File: src/rtl/fetch_redirect_arb.sv
// Frontend PC redirect arbiter: picks COMM > BU > EJ, holds the winner in a
// one-entry slot toward PC generation, and strobes the frontend/backend flushes.
module fetch_redirect_arb #(
  parameter int XLEN = 64
) (
  input  logic            clk_i,
  input  logic            rst_i,
  input  logic            comm_valid_i,
  input  logic [XLEN-1:0] comm_target_i,
  input  logic            bu_valid_i,
  input  logic [XLEN-1:0] bu_target_i,
  input  logic            ej_valid_i,
  input  logic [XLEN-1:0] ej_base_i,
  input  logic [XLEN-1:0] ej_offs_i,
  output logic            ej_ack_o,
  input  logic            pcgen_ready_i,
  output logic            redir_valid_o,
  output logic [XLEN-1:0] redir_target_o,
  output logic [1:0]      redir_src_o,
  output logic            fe_flush_o,
  output logic            be_flush_o
);

  localparam logic [1:0] SRC_EJ   = 2'd0;
  localparam logic [1:0] SRC_BU   = 2'd1;
  localparam logic [1:0] SRC_COMM = 2'd2;

  typedef enum logic {
    EMPTY,
    FULL
  } state_t;

  state_t          state_q, state_d;
  logic [XLEN-1:0] target_q, target_d;
  logic [1:0]      src_q, src_d;

  logic            xfer;
  logic            win_valid;
  logic [1:0]      win_src;
  logic [XLEN-1:0] win_target;
  logic [XLEN-1:0] ej_target;

  assign ej_target      = ej_base_i + ej_offs_i;
  assign redir_valid_o  = (state_q == FULL);
  assign redir_target_o = target_q;
  assign redir_src_o    = src_q;
  assign xfer           = redir_valid_o && pcgen_ready_i;
  assign fe_flush_o     = xfer && (src_q != SRC_EJ);
  assign be_flush_o     = xfer && (src_q == SRC_COMM);

  // An EJ request seen while a flush is leaving is on the wrong path, so it loses.
  always_comb begin
    win_valid  = 1'b0;
    win_src    = SRC_EJ;
    win_target = '0;
    if (comm_valid_i) begin
      win_valid  = 1'b1;
      win_src    = SRC_COMM;
      win_target = comm_target_i;
    end else if (bu_valid_i) begin
      win_valid  = 1'b1;
      win_src    = SRC_BU;
      win_target = bu_target_i;
    end else if (ej_valid_i && !fe_flush_o) begin
      win_valid  = 1'b1;
      win_src    = SRC_EJ;
      win_target = ej_target;
    end
  end

  always_comb begin
    state_d  = state_q;
    target_d = target_q;
    src_d    = src_q;
    ej_ack_o = 1'b0;
    unique case (state_q)
      EMPTY: begin
        if (win_valid) begin
          state_d  = FULL;
          target_d = win_target;
          src_d    = win_src;
          ej_ack_o = (win_src == SRC_EJ);
        end
      end
      FULL: begin
        if (xfer) begin
          if (win_valid) begin
            target_d = win_target;
            src_d    = win_src;
            ej_ack_o = (win_src == SRC_EJ);
          end else begin
            state_d = EMPTY;
          end
        end else if (win_valid && (win_src > src_q)) begin
          // Strictly higher priority supersedes the pending redirect.
          target_d = win_target;
          src_d    = win_src;
        end
      end
      default: state_d = EMPTY;
    endcase
  end

  always_ff @(posedge clk_i or posedge rst_i) begin
    if (rst_i) begin
      state_q  <= EMPTY;
      target_q <= '0;
      src_q    <= SRC_EJ;
    end else begin
      state_q  <= state_d;
      target_q <= target_d;
      src_q    <= src_d;
    end
  end

endmodule

File: config.mk
export PLATFORM = sky130hd
export DESIGN_NAME = fetch_redirect_arb
export DESIGN_NICKNAME = d
export VERILOG_FILES = /design/src/rtl/fetch_redirect_arb.sv
export SDC_FILE = /design/constraint.sdc
export NUM_CORES = 1
export LEC_CHECK = 0
export ABC_CLOCK_PERIOD_IN_PS = 3030
export CORE_MARGIN = 2
export CORE_UTILIZATION = 35
export DETAILED_ROUTE_END_ITERATION = 10
export HOLD_SLACK_MARGIN = 0.06
export PLACE_DENSITY = 0.7
export SYNTH_ARGS = -nofsm -noshare
export SYNTH_HDL_FRONTEND = slang
export SYNTH_SLANG_ARGS = --single-unit
File: constraint.sdc
create_clock -name clk_i -period 3.03 [get_ports clk_i]
set_clock_uncertainty 0.15 [all_clocks]
set_input_delay 0.606 -clock clk_i [delete_from_list [all_inputs] [get_ports clk_i]]
set_output_delay 0.606 -clock clk_i [all_outputs]
set_load 0.03 [all_outputs]
==> results of run 1 <==
-- final cells by class --
| cell class | instances | area, sq um |
|---|---|---|
| sequential | 67 | 1680 |
| tap | 270 | 338 |
| fill | 1477 | 5650 |
| clock inverter | 6 | 47.5 |
| multi-input combinational | 741 | 6600 |
| clock buffer | 10 | 239 |
| timing repair buffer | 631 | 5540 |
| inverter | 23 | 86.3 |
-- cell families (layout without fill, tap and decap cells) --
kind of cell	Yosys count	after routing	synth area share, %
XOR/XNOR	58	58	7.09
flip-flops	67	67	23.4
AND/OR/NAND/NOR	247	247	15.8
multiplexers	2	2	0.280
adder cells (fa/ha/maj)	66	66	11.6
AO/OA/AOI/OAI	368	368	36.6
buffers and inverters	87	670	5.17
-- where the power goes --
part | internal [mW] | switching, mW | leakage, nW
Combinational | 1.93 | 2.04 | 5.24
Sequential | 1.14 | 0.147 | 0.824
Clock | 0.585 | 0.491 | 0.139
Total | 3.65 | 2.68 | 6.20
-- registers in the layout (all words and copies together), names as in the netlist --
| signal | count |
|---|---|
| redir_src_o | 2 |
| redir_target_o | 64 |
| redir_valid_o | 1 |
-- critical path: stages --
cell      delay [ps]
buf_6            100
ha_4             250
a21oi_4          160
o211ai_1         150
a2111o_1         400
or3_4            370
a31oi_4          200
nor2_4            70
buf_6            130
a211oi_4         270
xnor2_2           90
a222oi_1         290
o21ai_1          120
-- placed cells by master (no fill, tap or decap), types with 20 or more instances in the layout --
master           synthesis  final
a21o_1                  29     29
a21oi_1                 90     50
a21oi_2                  2     28
a222oi_1                45     45
buf_2                   16     25
buf_4                    0    270
buf_6                    3     44
clkbuf_2                 1     23
clkdlybuf4s50_1          0    244
dfrtp_1                 67     67
ha_1                    65     24
ha_4                     0     40
nand2_1                114    103
nand4_1                 20     20
nor2_1                  50     45
o21ai_0                 74     45
o21ai_1                 14     28
xnor2_1                 38     29
-- routing by layer --
layer / share of wire (%) / routed length [um] / track usage [%]
met5: 0 / 0 / 0
met4: 3.3 / 1160 / 11.2
met3: 6.9 / 2420 / 4.44
met2: 51 / 18000 / 53.9
met1: 39 / 13500 / 35.2
-- per-stage QoR --
stage               power (mW)  util, %
global placement          4.70     62.7
CTS                       6.08     68.9
detailed placement        4.75     62.7
floorplan                 3.01        -
global route              6.62     72.0
finish                    6.34     72.0
-- worst max-delay path by stage --
| stage | from | end | slack [ps] | depth (start not counted) |
|---|---|---|---|---|
| finish | ej_base_i[17] | redir_target_o[50]$_DFFE_PP0P_ | -110 | 13 |
| detailed placement | ej_base_i[4] | redir_target_o[29]$_DFFE_PP0P_ | -960 | 14 |
| CTS | ej_offs_i[17] | redir_target_o[54]$_DFFE_PP0P_ | -190 | 12 |
| global placement | ej_base_i[4] | redir_target_o[29]$_DFFE_PP0P_ | -910 | 14 |
| global route | ej_base_i[17] | redir_target_o[55]$_DFFE_PP0P_ | -250 | 14 |
| floorplan | comm_valid_i | redir_target_o[61]$_DFFE_PP0P_ | -200 | 15 |
-- what timing repair did --
action                     in CTS  in global routing
setup endpoints to repair      49                 37
pin swaps                     132                153
buffers inserted               34                 36
gates resized for setup       364                169
==> impl_results.md, run 1 <==
* Vias at 9815
* CP Max Fanout at 3
* Routability Congestion at slightly above 0.9
* PwrDens at around 440 nW/um^2
* Worst vdd ir at about 270 uV
* Fin area at approximately 15000 sq um
* CTS tree: built
* Port bufs at 331
* Skew-Pair Late Insertion Delay at 350 ps
* Slew margin rel. at a little under half
* First-pass GRT wire length at slightly above 50 mm
* Fraction of layout instances using a drive strength above 1 at between 30% and 40%
* Avg Cell Area, Syn at 8.00 sq um
* Setup slack after layout at -107 ps
* Synth warnings at 0
* Ports at 332
* Status: finished, violations left
* Dpl cells at approximately 1.7k
* DP Area at 12600 sq um
* Total congestion overflow at 0
* Crit. End Element: flip-flop
* Seq cells post-synth at 67
* CTS clk-pin slew, worst paths at 70 ps
* Netlist cell types at 75
* Vias in the first global route at between 9k and 10k
* CTS H-tree depth at 3
* Vias/cell at 5.61
* CTS Sinks at between 60 and 70
* Failing checks: setup timing
* Number of enable flip-flop cells after synthesis at 0
* P_leak at 6.20 nW
* Fin Hold WS at 331 ps
* DRC errors left at 0
* Max-slew violations at 0
* Post-route ant nets at 0
* Worst-Margin Slew at 788 ps
* N_diodes at 0
* RR Endpoint: redir_target_o[32]$_DFFE_PP0P_
* Post-synthesis instance area at 7160 sq um
* Synthesized net count at 1223
* Hold crit path type: reg -> reg
* Post-layout minimum cycle time at about 3100 ps
* Main area contributors after synthesis: dfrtp_1 23%, ha_1 11%, a21oi_1 6.3%
* Startpoint class of the critical path: input pin
* Final Hold Fails at 0
* Worst Path Arrival at approximately 3200 ps
* DRT Wirelength at ~35 mm
* Area Overhead vs Synth at 103%
* Cell Count, Final, Fillers Out at ~1.7k
* Worst R2R Setup Slack at 480 ps
* 1st-iter DRT viols at around 700
* Total of max-cap violations at 0
* Post-synthesis async set-or-reset flop share at 100%
* Largest net degree at the start of global routing at 68
* FF-to-FF Start: redir_src_o[0]$_DFFE_PP0P_
* WS Path Type: in -> reg
* Total Routing Usage GR at slightly below 30%
* Antenna violations before repair at 0
* Starting Density at between 30% and 40%
* Post-synth top flop: dfrtp_1
* Worst Hold Path EP: redir_target_o[1]$_DFFE_PP0P_
* Most common cell in the netlist: nand2_1
* Die width at about 150 um
* Hold depth at 2
* WL/cell at between 20 and 25 um
* Dpl ws at -965 ps
* Root Buffer: clkbuf_16
* Fin crit share at 104%
* Final #Nets at 1801
* Fmax at 319 MHz
* CTS Buf Count at 9
* Clock Path Buffers at 2
* Post-synth top area share at about a quarter
* Die area at between 20000 and 25000 sq um
* Hold-fix buffers, CTS at 0
* DPL Wire Length at about 25 mm
* Post-synth top area cell: dfrtp_1
* Sequential share of the synthesized area at about a quarter
* Critical Path RT at between 3000 and 4000 ps
* Setup TNS at -670 ps
* Hold_sp: redir_target_o[1]$_DFFE_PP0P_
* Die Y at approximately 150 um
* Std-Cell Rows at 52
* Core Region at around 20000 sq um
* Drt pass-1 iters at 10
* Most frequent cells after synthesis: 114 x nand2_1, 90 x a21oi_1, 74 x o21ai_0, 67 x dfrtp_1, 65 x ha_1
* RSZ-0062 raised after global routing: true
* Cells after Synth at ~900
* Endpoints failing setup at 17
* FF-to-FF path depth at 7
Note: power is estimated with default switching activity, not from simulation.
==> inputs of run 2 (changes only) <==
Settings changed: SLEW_MARGIN from default to 20.
==> results of run 2 <==
Same layout as run 1: the final DEF is identical, and so are final timing and power.
==> inputs of run 3 (changes only) <==
Settings changed: SLEW_MARGIN 20 to 15.
==> results of run 3 <==
Same layout as run 1: the final DEF is identical, and so are final timing and power.
